<file path="config.mk">
export PLATFORM = sky130hd
export DESIGN_NAME = mem_access_unit
export DESIGN_NICKNAME = d
export VERILOG_FILES = /design/src/rtl/mem_access_unit_pkg.sv /design/src/rtl/mem_access_unit_load_align.sv /design/src/rtl/mem_access_unit.sv
export SDC_FILE = /design/constraint.sdc
export NUM_CORES = 1
export LEC_CHECK = 0
export CORE_MARGIN = 2
export CORE_UTILIZATION = 64
export CTS_CLUSTER_DIAMETER = 30
export DETAILED_ROUTE_END_ITERATION = 7
export DONT_BUFFER_PORTS = 1
export HOLD_SLACK_MARGIN = 0.15
export PLACE_DENSITY = 0.8
export REMOVE_ABC_BUFFERS = 1
export SYNTH_ARGS = -nofsm -noshare
export SYNTH_HDL_FRONTEND = slang
export SYNTH_HIERARCHICAL = 1
export SYNTH_SLANG_ARGS = --single-unit
</file>
<file path="constraint.sdc">
create_clock -name clk -period 5.5 [get_ports clk]
set_clock_uncertainty 0.1 [all_clocks]
set_input_delay 0.825 -clock clk [delete_from_list [all_inputs] [get_ports clk]]
set_output_delay 0.825 -clock clk [all_outputs]
set_load 0.005 [all_outputs]
</file>
<file path="src/rtl/mem_access_unit_pkg.sv">
// Shared definitions for the MEM-stage load/store unit: op codes, FSM states,
// byte-enable constants, the store-lane payload and op classification helpers.
package mem_access_unit_pkg;

   localparam int unsigned XLEN      = 32;
   localparam int unsigned OP_W      = 4;
   localparam int unsigned BE_W      = 4;
   localparam int unsigned RF_ADDR_W = 5;
   localparam int unsigned CNT_W     = 16;

   typedef enum logic [OP_W-1:0] {
      MEM_NONE = 4'd0,
      MEM_LB   = 4'd1,
      MEM_LH   = 4'd2,
      MEM_LW   = 4'd3,
      MEM_LBU  = 4'd4,
      MEM_LHU  = 4'd5,
      MEM_SB   = 4'd6,
      MEM_SH   = 4'd7,
      MEM_SW   = 4'd8
   } mem_op_e;

   typedef enum logic [1:0] {
      ST_IDLE = 2'd0,
      ST_WAIT = 2'd1,
      ST_DONE = 2'd2
   } state_e;

   localparam logic [BE_W-1:0] BE_NONE    = 4'b0000;
   localparam logic [BE_W-1:0] BE_B0      = 4'b0001;
   localparam logic [BE_W-1:0] BE_LO_HALF = 4'b0011;
   localparam logic [BE_W-1:0] BE_HI_HALF = 4'b1100;
   localparam logic [BE_W-1:0] BE_WORD    = 4'b1111;

   // Request-side payload presented on the data-memory port
   typedef struct packed {
      logic            we;
      logic [BE_W-1:0] be;
      logic [XLEN-1:0] wdata;
   } mem_lane_t;

   function automatic logic op_is_load(input logic [OP_W-1:0] op);
      return op inside {MEM_LB, MEM_LH, MEM_LW, MEM_LBU, MEM_LHU};
   endfunction

   function automatic logic op_is_store(input logic [OP_W-1:0] op);
      return op inside {MEM_SB, MEM_SH, MEM_SW};
   endfunction

   function automatic logic op_is_half(input logic [OP_W-1:0] op);
      return op inside {MEM_LH, MEM_LHU, MEM_SH};
   endfunction

   function automatic logic op_is_word(input logic [OP_W-1:0] op);
      return op inside {MEM_LW, MEM_SW};
   endfunction

   // Byte enables and lane-replicated data; loads read the whole word
   function automatic mem_lane_t lane_encode(input logic [OP_W-1:0] op,
                                             input logic [1:0]      a,
                                             input logic [XLEN-1:0] rs2);
      mem_lane_t lane;
      lane.we    = 1'b0;
      lane.be    = BE_WORD;
      lane.wdata = '0;
      case (op)
         MEM_SB: begin
            lane.we    = 1'b1;
            lane.be    = BE_B0 << a;
            lane.wdata = {4{rs2[7:0]}};
         end
         MEM_SH: begin
            lane.we    = 1'b1;
            lane.be    = a[1] ? BE_HI_HALF : BE_LO_HALF;
            lane.wdata = {2{rs2[15:0]}};
         end
         MEM_SW: begin
            lane.we    = 1'b1;
            lane.be    = BE_WORD;
            lane.wdata = rs2;
         end
         default: begin
            lane.we    = 1'b0;
            lane.be    = BE_WORD;
            lane.wdata = '0;
         end
      endcase
      return lane;
   endfunction

endpackage

</file>
<file path="src/rtl/mem_access_unit_load_align.sv">
// Load alignment: picks the byte/halfword lane of the read word and
// sign- or zero-extends it to 32 bits. Purely combinational.
module load_align
   import mem_access_unit_pkg::*;
(
   input  logic [XLEN-1:0] rdata,
   input  logic [OP_W-1:0] op,
   input  logic [1:0]      a,
   output logic [XLEN-1:0] rdata_ext_c
);

   logic [7:0]  byte_c;
   logic [15:0] half_c;

   // Lane selection followed by extension according to the load type
   always_comb begin
      byte_c      = rdata[7:0];
      half_c      = a[1] ? rdata[31:16] : rdata[15:0];
      rdata_ext_c = rdata;
      case (a)
         2'd0: byte_c = rdata[7:0];
         2'd1: byte_c = rdata[15:8];
         2'd2: byte_c = rdata[23:16];
         2'd3: byte_c = rdata[31:24];
         default: byte_c = rdata[7:0];
      endcase
      case (op)
         MEM_LB:  rdata_ext_c = {{24{byte_c[7]}}, byte_c};
         MEM_LBU: rdata_ext_c = {24'h0, byte_c};
         MEM_LH:  rdata_ext_c = {{16{half_c[15]}}, half_c};
         MEM_LHU: rdata_ext_c = {16'h0, half_c};
         default: rdata_ext_c = rdata;
      endcase
   end

endmodule

</file>
<file path="src/rtl/mem_access_unit.sv">
// MEM-stage load/store unit: issues request/ack data-memory accesses, stalls
// the pipeline while an access is outstanding, aborts after BUS_TIMEOUT wait
// cycles, and hands the aligned load result to MEM/WB.
// Optional build macro MEM_MISALIGN_TRAP_EN: misaligned halfword/word accesses
// are not issued and are flagged on misalign_o instead.
module mem_access_unit
   import mem_access_unit_pkg::*;
#(
   parameter int unsigned ADDR_W      = 32,
   parameter int unsigned BUS_TIMEOUT = 255
) (
   input  logic                 clk,
   input  logic                 rst,
   input  logic [OP_W-1:0]      mem_op_i,
   input  logic [ADDR_W-1:0]    addr_i,
   input  logic [XLEN-1:0]      wdata_i,
   input  logic                 wd_i,
   input  logic [RF_ADDR_W-1:0] wreg_i,
   output logic                 wd_o,
   output logic [RF_ADDR_W-1:0] wreg_o,
   output logic [XLEN-1:0]      wdata_o,
   output logic                 me_stall_req_o,
   output logic                 mem_req_o,
   output logic                 mem_we_o,
   output logic [ADDR_W-1:0]    mem_addr_o,
   output logic [BE_W-1:0]      mem_be_o,
   output logic [XLEN-1:0]      mem_wdata_o,
   input  logic [XLEN-1:0]      mem_rdata_i,
   input  logic                 mem_ack_i,
   output logic                 bus_err_o
`ifdef MEM_MISALIGN_TRAP_EN
   ,
   output logic                 misalign_o
`endif
);

   localparam logic [CNT_W-1:0] TMO_LAST = CNT_W'(BUS_TIMEOUT - 1);

   state_e            state_q, state_d;
   logic [CNT_W-1:0]  cnt_q, cnt_d;
   logic [XLEN-1:0]   res_q, res_d;
   logic [OP_W-1:0]   op_q, op_d;
   logic [1:0]        a_q, a_d;

   logic              req_d, we_d, err_d;
   logic [ADDR_W-1:0] addr_d;
   logic [BE_W-1:0]   be_d;
   logic [XLEN-1:0]   wdata_d;

   logic              is_mem_c;
   logic              issue_c;
   mem_lane_t         lane_c;
   logic [XLEN-1:0]   ext_c;

   assign is_mem_c = op_is_load(mem_op_i) | op_is_store(mem_op_i);
   assign lane_c   = lane_encode(mem_op_i, addr_i[1:0], wdata_i);

`ifdef MEM_MISALIGN_TRAP_EN
   logic misalign_c;
   assign misalign_c = (op_is_half(mem_op_i) & addr_i[0]) |
                       (op_is_word(mem_op_i) & (addr_i[1:0] != 2'b00));
   assign issue_c    = is_mem_c & ~misalign_c;
`else
   assign issue_c    = is_mem_c;
`endif

   // Aligned load result from the latched op and address lane
   load_align u_load_align (
      .rdata       (mem_rdata_i),
      .op          (op_q),
      .a           (a_q),
      .rdata_ext_c (ext_c)
   );

   // State and registered bus-side outputs
   always_ff @(posedge clk or posedge rst) begin
      if (rst) begin
         state_q     <= ST_IDLE;
         cnt_q       <= '0;
         res_q       <= '0;
         op_q        <= OP_W'(MEM_NONE);
         a_q         <= '0;
         mem_req_o   <= 1'b0;
         mem_we_o    <= 1'b0;
         mem_addr_o  <= '0;
         mem_be_o    <= BE_NONE;
         mem_wdata_o <= '0;
         bus_err_o   <= 1'b0;
      end else begin
         state_q     <= state_d;
         cnt_q       <= cnt_d;
         res_q       <= res_d;
         op_q        <= op_d;
         a_q         <= a_d;
         mem_req_o   <= req_d;
         mem_we_o    <= we_d;
         mem_addr_o  <= addr_d;
         mem_be_o    <= be_d;
         mem_wdata_o <= wdata_d;
         bus_err_o   <= err_d;
      end
   end

   // Next state, bus request set-up, and the combinational MEM/WB-side outputs
   always_comb begin
      state_d        = state_q;
      cnt_d          = cnt_q;
      res_d          = res_q;
      op_d           = op_q;
      a_d            = a_q;
      req_d          = mem_req_o;
      we_d           = mem_we_o;
      addr_d         = mem_addr_o;
      be_d           = mem_be_o;
      wdata_d        = mem_wdata_o;
      err_d          = 1'b0;
      wd_o           = 1'b0;
      wreg_o         = wreg_i;
      wdata_o        = wdata_i;
      me_stall_req_o = 1'b0;
`ifdef MEM_MISALIGN_TRAP_EN
      misalign_o     = 1'b0;
`endif

      case (state_q)
         ST_IDLE: begin
`ifdef MEM_MISALIGN_TRAP_EN
            misalign_o = misalign_c;
`endif
            if (issue_c) begin
               me_stall_req_o = 1'b1;
               state_d        = ST_WAIT;
               cnt_d          = '0;
               op_d           = mem_op_i;
               a_d            = addr_i[1:0];
               req_d          = 1'b1;
               we_d           = lane_c.we;
               addr_d         = {addr_i[ADDR_W-1:2], 2'b00};
               be_d           = lane_c.be;
               wdata_d        = lane_c.wdata;
            end else if (!is_mem_c) begin
               wd_o = wd_i;
            end
         end
         ST_WAIT: begin
            me_stall_req_o = 1'b1;
            if (mem_ack_i) begin
               res_d   = op_is_load(op_q) ? ext_c : '0;
               req_d   = 1'b0;
               state_d = ST_DONE;
            end else if (cnt_q == TMO_LAST) begin
               res_d   = '0;
               req_d   = 1'b0;
               err_d   = 1'b1;
               state_d = ST_DONE;
            end else begin
               cnt_d = cnt_q + CNT_W'(1);
            end
         end
         ST_DONE: begin
            wdata_o = res_q;
            wd_o    = op_is_load(op_q) ? wd_i : 1'b0;
            state_d = ST_IDLE;
         end
         default: begin
            state_d = ST_IDLE;
         end
      endcase

      // Nothing reaches WB or the stall controller while reset is held
      if (rst) begin
         wd_o           = 1'b0;
         wreg_o         = '0;
         wdata_o        = '0;
         me_stall_req_o = 1'b0;
`ifdef MEM_MISALIGN_TRAP_EN
         misalign_o     = 1'b0;
`endif
      end
   end

endmodule

</file>
# Word level (Yosys, flattened, before mapping)

Index checks and enable logic that the tools add are counted.

Register bits after elaboration: 125
Output and inout bits: 110
Input bits: 109
Word-level logic and storage cells: 82

Eq/ne operators: 23
Bitwise logic cells: 1
Mux-type cells: 33
Add/subtract/negate cells: 1
Shift operators: 1
Reductions and logical operators: 12

Operators with widths:

| operator              | number |
|---|---|
| $mux 32               | 5 |
| $pmux 32 s4           | 1 |
| $pmux 37 s3           | 1 |
| $mux 16               | 4 |
| $pmux 16 s2           | 1 |
| $pmux 8 s4            | 1 |
| $eq 4x3->1 const B    | 6 |
| $add 16x1->16 const B | 1 |
| $eq 16x8->1 const B   | 1 |
| $eq 4x2->1 const B    | 4 |
| $mux 1                | 11 |
| $reduce_bool 5->1     | 2 |
| $eq 4x1->1 const B    | 2 |
| $eq 2x2->1 const B    | 3 |
| $mux 2                | 3 |
| $ne 2x2->1 const B    | 3 |
| $pmux 1 s2            | 3 |
| $reduce_and 2->1      | 3 |
| $mux 5                | 1 |
| $eq 2x1->1 const B    | 2 |
| $eq 4x4->1 const B    | 1 |
| $logic_not 2->1       | 2 |
| $mux 4                | 1 |
| $pmux 2 s2            | 1 |
| 7 further kinds       | 8 |

# Longest topological paths before layout

Gate-level depths: netlist (run 1).

Word-level depth: 6
Mapped depth: 8
Depth with buffers taken out: 6

# Hierarchy

Netlist (run 1), hierarchy kept.

By module, submodules not included:

| module          | cells an instance | instances | sequential area each (um^2) | area an instance (um^2) |
|---|---|---|---|---|
| mem_access_unit | 629               | 1         | 3128.0                      | 5806.8 |
| load_align      | 105               | 1         | 0.0                         | 820.8 |

# Worst setup path before layout (run 1)

Ideal clock, no wire load.

Path kind: input port to output port
Start: input port mem_op_i[0]
End: output port wd_o
Setup slack: 2.510 ns
Stages on the path: 5
Buffers on the path: 1
Required time: 4.575 ns
Arrival time: 2.065 ns
Cell sequence: clkbuf_1 or4_1 a21oi_1 a21oi_1 nor4b_1

Word-level cells in the longest chain between the ends: 6
Elaborated cells on any way between the ends: 14
Classes of those cells: eq/ne: 8; mux: 3; bitwise: 1; reduce/logical: 2

Ends and longest elaborated chain:

| item                                                          | line                                                 | source |
|---|---|---|
| from (decl)                                                   | mem_access_unit.sv:14                                | `input logic [OP_W-1:0] mem_op_i,` |
| $eq 4x1->1 (tied with other cells)                            | mem_access_unit_pkg.sv:43                            | `return op inside {MEM_LB, MEM_LH, MEM_LW, MEM_LBU, MEM_LHU};` |
| $reduce_bool 5->1 / $reduce_bool 3->1 (equally long branches) | mem_access_unit_pkg.sv:43, mem_access_unit_pkg.sv:47 |  |
| $or 1x1->1 *                                                  | mem_access_unit.sv:55                                | `assign is_mem_c = op_is_load(mem_op_i) \| op_is_store(mem_op_i);` |
| $mux 1 *                                                      | mem_access_unit.sv:130                               | `if (issue_c) begin` |
| $pmux 1 s2 *                                                  | mem_access_unit.sv:125                               | `case (state_q)` |
| $mux 1 *                                                      | mem_access_unit.sv:171                               | `if (rst) begin` |
| to (decl)                                                     | mem_access_unit.sv:19                                | `output logic wd_o,` |

Every way passes the cells marked *; elsewhere a longest branch is shown, timed or not.

# Worst setup path in the final report (run 1)

Start: register state_q[0]
End: output port wdata_o[28]

Word-level cells in the longest chain between the ends: 3

Ends and longest elaborated chain:

| item                   | line                   | source |
|---|---|---|
| from (decl)            | mem_access_unit.sv:39  | `state_e state_q, state_d;` |
| from (signal assigned) | mem_access_unit.sv:90  | `state_q <= state_d;` |
| $eq 2x2->1             | mem_access_unit.sv:125 |  |
| $mux 32                | mem_access_unit.sv:125 |  |
| $mux 32                | mem_access_unit.sv:171 |  |
| to (decl)              | mem_access_unit.sv:21  | `output logic [XLEN-1:0] wdata_o,` |

Every way passes these cells.

==> results of run 1 <==
-- metrics by stage --
| stage | hold WS [ns] | area, sq um |
|---|---|---|
| after floorplan | 0.363 | 6370 |
| after global placement | 0.370 | 6590 |
| after detailed placement | 0.381 | 6590 |
| after CTS | 0.291 | 7160 |
| after global routing | 0.296 | 7160 |
| final | 0.272 | 7160 |
-- path summary, 6_finish.rpt --
kind / slack [ns] / endpoint / from / depth (start not counted)
max: 2.04 / wdata_o[28] / state_q[0]$_DFFE_PP0P_ / 3
min: 0.27 / res_q[25]$_DFFE_PP0P_ / rst / 1
max reg2reg: 2.84 / mem_wdata_o[11]$_DFFE_PP0P_ / state_q[1]$_DFFE_PP0P_ / 5
min reg2reg: 0.40 / res_q[20]$_DFFE_PP0P_ / res_q[20]$_DFFE_PP0P_ / 1
max in group asynchronous: 3.77 / res_q[27]$_DFFE_PP0P_ / rst / 2
min in group clk: 0.30 / mem_addr_o[21]$_DFFE_PP0P_ / addr_i[21] / 2
-- flip-flops by register name (all words and copies together) (netlist names) --
register     count
op_q             4
mem_be_o         4
mem_wdata_o     32
bus_err_o        1
cnt_q           16
mem_addr_o      30
a_q              2
mem_req_o        1
mem_we_o         1
state_q          2
res_q           32
-- area by class of cell --
type | count | area, sq um | area share [%]
flip-flops and latches | 125 | 3130 | 43.7
multi-input cells | 535 | 3190 | 44.5
repair buffers | 4 | 30.0 | 0.419
clock buffers | 19 | 432 | 6.03
inverters | 19 | 73.8 | 1.03
clock inverters | 13 | 143 | 1.99
well taps | 136 | 170 | 2.38
-- logic make-up (layout without fill, tap and decap cells) --
group	after synthesis	in the layout	synth area share [%]
AND/OR/NAND/NOR	312	312	21.4
adder cells (fa/ha/maj)	2	2	0.378
buffers and inverters	75	55	5.02
other	1	2	0.0566
XOR/XNOR	2	2	0.264
AO/OA/AOI/OAI	183	183	19.8
multiplexers	34	34	5.85
flip-flops	125	125	47.2
-- power by group --
part | internal, mW | leakage [nW] | switching, mW
Sequential | 1.25 | 1.61 | 0.333
Clock | 0.657 | 0.266 | 0.422
Combinational | 0.524 | 1.53 | 0.708
-- cell usage after synthesis, types with 3 or more instances --
master,count,area share [%]
nand4_1,13,1.2
a21oi_1,54,4.1
nand3_1,6,0.45
nor2b_1,7,0.66
or3_1,3,0.28
a21o_1,19,2.2
nor3_1,7,0.53
o31ai_1,5,0.57
mux2i_1,14,2.1
or4_1,5,0.57
and3_1,3,0.28
buf_1,3,0.17
buf_2,13,0.98
clkbuf_1,33,1.9
a31o_2,3,0.40
o21a_1,3,0.34
nor2_1,30,1.7
a31oi_1,3,0.28
buf_6,3,0.51
o21ai_0,15,1.1
dfrtp_1,125,47
mux2_2,18,3.1
a22oi_1,12,1.4
buf_4,3,0.34
a222oi_1,8,1.2
a21bo_2,8,1.2
nand2b_1,7,0.66
a22o_1,32,4.2
nand2_1,208,12
inv_1,19,1.1
nor4b_1,4,0.53
a221oi_1,8,1.1
-- routing by layer --
metal | GRT usage, % | routed length, microns | part of all wire (%)
met1 | 41.7 | 6990 | 38
met2 | 53.1 | 8910 | 49
met3 | 9.15 | 1910 | 10
met4 | 13.9 | 459 | 2.5
met5 | 0 | 0 | 0
-- critical path, cell delays in order (launching register included) --
cell and delay [ns]:
dfrtp_1 0.51, nand2b_1 1.00, nand2_1 0.16, a21oi_1 0.33
==> key figures, run 1 <==
Global routing
  • Vias in the first global route: between 5000 and 6000
  • All-Layer GR Usage: 32.8%
  • Largest net degree at the start of global routing: 75
  • Gr ovfl total: 0
  • First-pass GRT wire length: approximately 29000 microns
  • Initial antenna violation count: 0

Synth
  • Avg Inst Size Synth: approximately 9.0 sq um
  • Predominant post-synthesis flop cell: dfrtp_1
  • Yosys warns: 6
  • Synthesized instance count: roughly 730
  • Synth Cell Area: roughly 0.0066 sq mm
  • Seq/Total Area, Yosys: ~47%
  • Yosys cell types: 63
  • Async S/R FF share, synth: 100%
  • Synth Register Bits: roughly 130
  • Post-synth EDFFs: 0

Die
  • Initial Util: between 60% and 70%
  • Die width: 106 microns
  • DIE AREA: about 0.011 sq mm
  • Die H: between 100 and 150 microns
  • Boundary Pins: 219
  • Num rows: 37
  • Core area: between 0.01 and 0.015 sq mm

Worst setup path
  • CP Max Fanout: 32
  • CP endpoint kind: output port
  • Nature of the critical path startpoint: register
  • Worst EP required: 4.58 ns
  • Crit path kind: register to output port
  • Worst endpoint data arrival time: around 2.5 ns

Job
  • Max-Cap Viols: 0

Clock network
  • CTS Root Cell: clkbuf_8
  • Reg clk slew, reported paths: approximately 0.060 ns
  • Hold Buf Count CTS: 0
  • Maximum clock insertion buffer count: 2
  • Number of buffers created by CTS: 17
  • CTS resizes: 0
  • CTS tree: done
  • H-tree Lvls: 4
  • Clk Latency, worst-skew pair: between 0.5 and 0.6 ns
  • Post-CTS Setup Bufs: 0
  • Clk sink count: ~130

Finish
  • Layout Nets: a little over 800
  • Diodes inserted: 0
  • # fillers: 794
  • Most common cell after layout, fill and taps aside: nand2_1
  • Syn-to-layout area delta: 8.06%
  • Final cell count without fillers: approximately 850
  • Commonest non-fill, non-tap cells in the layout: nand2_1, dfrtp_1, a21oi_1
  • Share of cells above drive strength 1: between 10% and 20%
  • Final Util: a little over two thirds

STA
  • RSZ-0062 raised after global routing: no
  • Worst-margin pin slew: around 1.3 ns
  • Final period util: between 60% and 70%
  • Setup ws final: 2.04 ns
  • TNS Setup: 0 ns
  • Slew Viols, Final: 0
  • F_max: approximately 290 MHz
  • Hold Fails Final Rpt: 0
  • Minimum clock period: 3.46 ns
  • Final setup violation count: 0
  • Slew headroom: about 16%

Place
  • Dpl cells: ~820
  • Port Buf Inserts: 0
  • Pre-CTS setup slack: around 2.3 ns
  • DP HPWL: between 10000 and 15000 microns
  • GP Congestion: roughly 0.9

Detailed routing
  • Final wirelength: 18300 microns
  • ANT nets after route: 0
  • TritonRoute pass-1 iters: 8
  • Vias per std cell: ~6.6
  • Routed len/inst: about 21 microns
  • Remaining DRCs: 0
  • Routed vias: 5634
  • DRT iter0 DRCs: roughly 600

Pwr
  • Power Total: 3.89 mW
  • PwrDens: 543 mW/mm^2
  • LEAKAGE: 3.40 nW
  • VDD IR max: between 0.0003 and 0.0004 V

Outcome
  • Status: complete, no violations

Min path
  • Hold Path Class: input port to asynchronous set/reset pin
Power figures use the tool's default switching activity.
==> inputs of run 2 (changes only) <==
==> constraint.sdc (replaced) <==
create_clock -name clk -period 3.5 [get_ports clk]
set_clock_uncertainty 0.1 [all_clocks]
set_input_delay 0.525 -clock clk [delete_from_list [all_inputs] [get_ports clk]]
set_output_delay 0.525 -clock clk [all_outputs]
set_load 0.005 [all_outputs]
==> run 2 against run 1 <==
Sequential power increased by 58%. Sequential share of layout area decreased by 5.3 points. First-iteration DRC count increased by 41%. Critical endpoint is now mem_wdata_o[16]$_DFFE_PP0P_. Design area increased by 14%. Clock power increased by 72%. Final cell count increased by 11%.
==> key figures, run 2 (same netlist as run 1, synthesis figures left out) <==
Outcome
  • Status: complete, no violations

Finish
  • Final Util: 80.0% (+9.7 points)
  • Commonest non-fill, non-tap cells in the layout: nand2_1, dfrtp_1, dlygate4sd3_1
  • Syn-to-layout area delta: 22.9%
  • Post-route cell area: 0.00815 sq mm (+14%)
  • Layout Nets: 907 (+12%)
  • Share of cells above drive strength 1: 11.6% (-0.13 points)
  • # fillers: 621 (-22%)
  • Most common cell after layout, fill and taps aside: nand2_1
  • Biggest regs: mem_wdata_o (32), res_q (32), mem_addr_o (30)
  • Diodes inserted: 0 (unchanged)

Detailed routing
  • Routed vias: 6266 (+11%)
  • ANT nets after route: 0 (unchanged)
  • Final wirelength: 20600 microns (+13%)
  • Remaining DRCs: 0 (unchanged)
  • Routed len/inst: 21.8 microns (+1.6%)
  • Vias per std cell: 6.63 (+0.15%)
  • TritonRoute pass-1 iters: 8 (unchanged)
  • DRT iter0 DRCs: 843 (+41%)

STA
  • Slew Viols, Final: 0 (unchanged)
  • Worst-margin pin slew: 1.15 ns (-0.108 ns)
  • Hold Fails Final Rpt: 0 (unchanged)
  • Hold Slack: 0.163 ns (-0.110 ns)
  • Final setup violation count: 0 (unchanged)
  • Final period util: 81.5%
  • Minimum clock period: between 2 and 3 ns
  • RSZ-0062 raised after global routing: no
  • TNS Setup: 0 ns (unchanged)
  • Slew headroom: 22.4% (+6.6 points)
  • F_max: approximately 350 MHz

Die
  • Num rows: 37 (unchanged)
  • Die H: 106 microns (unchanged)
  • Boundary Pins: 219 (unchanged)
  • Initial Util: 65.1% (unchanged)
  • DIE AREA: 0.0112 sq mm (unchanged)
  • Die width: 106 microns (unchanged)
  • Core area: 0.0102 sq mm (unchanged)

Global routing
  • Largest net degree at the start of global routing: 72 (-4.0%)
  • Vias in the first global route: 6072 (+12%)
  • Initial antenna violation count: 0 (unchanged)
  • First-pass GRT wire length: 31900 microns (+11%)
  • All-Layer GR Usage: 36.8% (+4.0 points)
  • Gr ovfl total: 0 (unchanged)

Clock network
  • Post-CTS Setup Bufs: 0 (unchanged)
  • Clk sink count: 125 (unchanged)
  • Maximum clock insertion buffer count: 2 (unchanged)
  • Clk Latency, worst-skew pair: 0.52 ns (about the same)
  • CTS resizes: 0 (unchanged)
  • CTS tree: done
  • CTS Root Cell: clkbuf_8
  • Hold Buf Count CTS: 85 (+85)
  • H-tree Lvls: 4 (unchanged)
  • Reg clk slew, reported paths: 0.06 ns (about the same)
  • Number of buffers created by CTS: 17 (unchanged)

Worst setup path
  • CP endpoint kind: register
  • Worst endpoint data arrival time: 3.17 ns (+0.63 ns)
  • Worst EP required: 3.82 ns (-0.76 ns)
  • Reg2Reg Depth: 6 (+1)
  • Flop-to-flop setup slack: 0.65 ns (-2.19 ns)
  • Crit. Startpoint: state_q[1]$_DFFE_PP0P_
  • Crit path kind: register to register
  • Worst r2r dst: mem_wdata_o[16]$_DFFE_PP0P_
  • CP Max Fanout: 24 (-25%)
  • Reg-to-reg startpoint: state_q[1]$_DFFE_PP0P_
  • Crit path to: mem_wdata_o[16]$_DFFE_PP0P_
  • Nature of the critical path startpoint: register

Pwr
  • LEAKAGE: 3.83 nW (+13%)
  • PwrDens: 793 mW/mm^2 (+46%)
  • VDD IR max: 0.000513 V (+51%)

Job
  • Max-Cap Viols: 0 (unchanged)

Place
  • GP Congestion: 0.923 (+2.9%)
  • Area post-placement: 0.00667 sq mm (+1.2%)
  • DP HPWL: 13000 microns (+4.5%)
  • Port Buf Inserts: 0 (unchanged)

Min path
  • Hold Path Class: input port to register
==> run 2: changes by cell type in the layout (fill, tap and decap cells not counted), sizes merged <==
cell,delta
dlygate4sd3,+85
buf,+9
clkinvlp,-3
bufinv,+2
clkbuf,-2
inv,+2
clkinv,+1
==> run 2: report_power, final <==
part	internal [mW]	switching (mW)
sequential	1.96	0.526
clock	1.17	0.687
combinational	0.934	1.19
==> run 2: layout make-up <==
class                      count  area (sq um)  share of cell area [%]
multi-input combinational    535          3190                    39.1
sequential                   125          3130                    38.4
timing repair buffer          98           961                    11.8
clock buffer                  17           414                    5.08
clock inverter                15           214                    2.63
tap                          136           170                    2.09
inverter                      19          73.8                   0.906
==> run 2: per-stage QoR <==
| step | instances | setup WS, ns | total power [mW] |
|---|---|---|---|
| after floorplan | 679 | -0.453 | 3.84 |
| after global placement | 828 | 1.08 | 4.31 |
| after detailed placement | 828 | 0.974 | 4.43 |
| after CTS | 945 | 0.762 | 6.40 |
| after global routing | 945 | 0.571 | 6.80 |
| final | 945 | 0.649 | 6.46 |
==> run 2: per-layer routing <==
layer,share of wire [%],vias to the layer above,global-route usage [%]
li1,-,2704,-
met5,0,-,0
met3,10,98,10.2
met1,37,2974,45.4
met2,49,490,59.9
met4,4.5,0,18.2
==> run 2: how the worst min path moves through the flow <==
stage / start / endpoint / cells past startpoint / slack, ns
3_3_place_gp: res_q[28]$_DFFE_PP0P_ / res_q[28]$_DFFE_PP0P_ / 1 / 0.37
4_1_cts: mem_ack_i / res_q[27]$_DFFE_PP0P_ / 2 / 0.15
2_1_floorplan: res_q[20]$_DFFE_PP0P_ / res_q[20]$_DFFE_PP0P_ / 1 / 0.36
6_report: mem_ack_i / res_q[27]$_DFFE_PP0P_ / 2 / 0.16
3_5_place_dp: res_q[23]$_DFFE_PP0P_ / res_q[23]$_DFFE_PP0P_ / 1 / 0.38
5_1_grt: mem_ack_i / res_q[28]$_DFFE_PP0P_ / 2 / 0.16
==> run 2: worst max-delay path, cell delays in order (launching register included) <==
cell	delay, ns
dfrtp_1	0.48
nor2_1	0.34
nand3_2	0.49
buf_4	0.41
a222oi_1	0.29
dlygate4sd3_1	0.60
inv_1	0.04
==> inputs of run 3 (changes only) <==
--- a/config.mk
+++ b/config.mk
@@ -6,12 +6,12 @@
 export NUM_CORES = 1
 export LEC_CHECK = 0
 export CORE_MARGIN = 2
-export CORE_UTILIZATION = 64
+export CORE_UTILIZATION = 58
 export CTS_CLUSTER_DIAMETER = 30
 export DETAILED_ROUTE_END_ITERATION = 7
 export DONT_BUFFER_PORTS = 1
 export HOLD_SLACK_MARGIN = 0.15
-export PLACE_DENSITY = 0.8
+export PLACE_DENSITY = 0.76
 export REMOVE_ABC_BUFFERS = 1
 export SYNTH_ARGS = -nofsm -noshare
 export SYNTH_HDL_FRONTEND = slang
==> constraint.sdc (replaced) <==
create_clock -name clk -period 2.46 [get_ports clk]
set_clock_uncertainty 0.1 [all_clocks]
set_input_delay 0.369 -clock clk [delete_from_list [all_inputs] [get_ports clk]]
set_output_delay 0.369 -clock clk [all_outputs]
set_load 0.005 [all_outputs]
==> run 3 against run 2 <==
Via count increased by 0.56%. Count of clock-buffer cells in the layout unchanged. Sequential power increased by 40%. First-iteration DRC count decreased by 14%. Wire length increased by 4.1%. Flip-flop and latch count unchanged. Critical path type unchanged. Worst hold slack improved by 0.018 ns. Sequential share of layout area decreased by 1.2 points. Power increased by 46%. Critical path depth increased by 1.
==> key figures, run 3 (same netlist as run 1, synthesis figures left out) <==
Worst setup path
  • Slowest stage delay, CP: 0.63 ns (+0.03 ns)
  • Reg2Reg Depth: 7 (+1)
  • Reg-to-reg startpoint: state_q[1]$_DFFE_PP0P_
  • Worst path slowest cell: dlygate4sd3_1
  • Most used cell, CP: buf_4
  • Flop-to-flop setup slack: 0.08 ns (-0.57 ns)
  • Worst EP required: 2.70 ns (-1.12 ns)
  • Worst endpoint data arrival time: 2.62 ns (-0.55 ns)
  • CP endpoint kind: register
  • Worst r2r dst: mem_wdata_o[21]$_DFFE_PP0P_
  • CP Max Fanout: 9 (-63%)
  • Nature of the critical path startpoint: register
  • Crit path kind: register to register
  • CP Cell Sequence: buf_4 -> nor2_1 -> buf_4 -> and2_1 -> a222oi_1 -> dlygate4sd3_1 -> inv_1

STA
  • Worst-margin pin slew: 1.11 ns (-0.0430 ns)
  • TNS Setup: 0 ns (unchanged)
  • Slew headroom: 25.9% (+3.5 points)
  • Hold Slack: 0.181 ns (+0.0183 ns)
  • Minimum clock period: 2.38 ns (-0.472 ns)
  • RSZ-0062 raised after global routing: no
  • Final period util: 96.7% (+15 points)
  • F_max: 420 MHz (+20%)
  • Hold Fails Final Rpt: 0 (unchanged)
  • Slew Viols, Final: 0 (unchanged)
  • Final setup violation count: 0 (unchanged)

Place
  • DP HPWL: 13200 microns (+1.4%)
  • Port Buf Inserts: 0 (unchanged)
  • GP Congestion: 0.904 (-2.1%)

Detailed routing
  • Vias per std cell: 6.49 (-2.1%)
  • Routed len/inst: 22.1 microns (+1.3%)
  • ANT nets after route: 0 (unchanged)
  • Routed vias: 6301 (+0.56%)
  • DRT iter0 DRCs: 725 (-14%)
  • Remaining DRCs: 0 (unchanged)
  • TritonRoute pass-1 iters: 6 (-2)
  • Final wirelength: 21500 microns (+4.1%)

Outcome
  • Status: complete, no violations

Min path
  • Worst hold path endpoint: res_q[7]$_DFFE_PP0P_
  • Hold Path Class: input port to register
  • Hold Crit Depth: 3 (+1)
  • Hold Startpoint: mem_rdata_i[7]

Finish
  • Final Util: 74.5% (-5.5 points)
  • Diodes inserted: 0 (unchanged)
  • Syn-to-layout area delta: 26.7%
  • Layout Nets: 926 (+2.1%)
  • Commonest non-fill, non-tap cells in the layout: nand2_1, dfrtp_1, dlygate4sd3_1
  • Biggest regs: mem_wdata_o (32), res_q (32), mem_addr_o (30)
  • Share of cells above drive strength 1: 12.4% (+0.82 points)
  • # fillers: 763 (+23%)
  • Most common cell after layout, fill and taps aside: nand2_1

Die
  • DIE AREA: 0.0123 sq mm (+9.9%)
  • Core area: 0.0113 sq mm (+11%)
  • Num rows: 39 (+5.4%)
  • Initial Util: 58.8% (-6.3 points)
  • Boundary Pins: 219 (unchanged)
  • Die H: 111 microns (+4.9%)
  • Die width: 111 microns (+4.9%)

Clock network
  • Clk Latency, worst-skew pair: 0.40 ns (-0.12 ns)
  • Number of buffers created by CTS: 17 (unchanged)
  • CTS tree: done
  • Post-CTS Setup Bufs: 0 (unchanged)
  • Reg clk slew, reported paths: 0.06 ns (about the same)
  • CTS Root Cell: clkbuf_16
  • H-tree Lvls: 4 (unchanged)
  • Maximum clock insertion buffer count: 2 (unchanged)
  • Clk sink count: 125 (unchanged)

Global routing
  • Gr ovfl total: 0 (unchanged)
  • Initial antenna violation count: 0 (unchanged)
  • All-Layer GR Usage: 34.1% (-2.7 points)
  • First-pass GRT wire length: 33400 microns (+4.8%)
  • Vias in the first global route: 6297 (+3.7%)
  • Largest net degree at the start of global routing: 80 (+11%)

Pwr
  • VDD IR max: 0.000852 V (+66%)
  • LEAKAGE: 3.95 nW (+3.1%)
  • PwrDens: 1120 mW/mm^2 (+42%)

Job
  • Max-Cap Viols: 0 (unchanged)
## run 3: changes by cell type in the layout (fill, tap and decap cells not counted), moves of 2 or more
cell | before | now
dlygate4sd3_1 | 85 | 95
buf_12 | 1 | 3
clkbuf_16 | 16 | 19
buf_4 | 12 | 17
clkinv_4 | 6 | 3
## run 3: timing repair
| action | 4_1_cts | 5_1_grt |
|---|---|---|
| hold buffers | 95 | 1 |
| endpoints found under the setup margin | 0 | 2 |
| resized for setup | 0 | 1 |
| endpoints found under the hold margin | 140 | 1 |
## run 3: cell type report
class	count	area [sq um]	area share, %
Inverter	19	73.8	0.879
Sequential cell	125	3130	37.2
Clock inverter	15	211	2.52
Timing Repair Buffer	117	1190	14.2
Clock buffer	17	425	5.06
Tap cell	143	179	2.13
Multi-Input combinational cell	535	3190	38.0
## run 3: stage by stage
step	total power [mW]	area [sq um]	std cells	setup slack, ns
2_1_floorplan	5.46	6370	679	-1.34
3_3_place_gp	6.25	6750	842	0.346
3_5_place_dp	6.40	6750	842	0.309
4_1_cts	9.25	8340	969	0.0880
5_1_grt	9.93	8400	971	0.0178
6_report	9.43	8400	971	0.0803
## run 3: worst max path at each step
stage,startpoint,to,slack (ns),cells past startpoint
3_5_place_dp,op_q[2]$_DFFE_PP0P_,res_q[0]$_DFFE_PP0P_,0.31,5
4_1_cts,op_q[2]$_DFFE_PP0P_,wd_o,0.09,4
6_report,state_q[1]$_DFFE_PP0P_,mem_wdata_o[21]$_DFFE_PP0P_,0.08,7
2_1_floorplan,rst,a_q[0]$_DFFE_PP0P_,-1.34,1
5_1_grt,mem_ack_i,cnt_q[13]$_DFFE_PP0P_,0.02,5
3_3_place_gp,mem_op_i[0],wd_o,0.35,4
## run 3: power breakdown
| part | total [mW] | internal (mW) | switching, mW |
|---|---|---|---|
| sequential | 3.48 | 2.79 | 0.687 |
| clock | 2.67 | 1.71 | 0.961 |
| combinational | 3.28 | 1.45 | 1.83 |
## run 3: per-layer routing
metal | GRT usage, % | vias to the layer above | wire [microns]
li1 | - | 2736 | -
met1 | 43.2 | 3046 | 8120
met3 | 10.6 | 92 | 2370
met4 | 14.9 | 0 | 766
met2 | 54.3 | 427 | 10200
met5 | 0 | - | 0
## run 3: worst max-delay path, delay by kind of cell, from the launching register on
kind	cells	cell delay, ns
flops	1	0.41
simple gates	2	0.64
compound gates	1	0.15
buf+inv	4	1.02
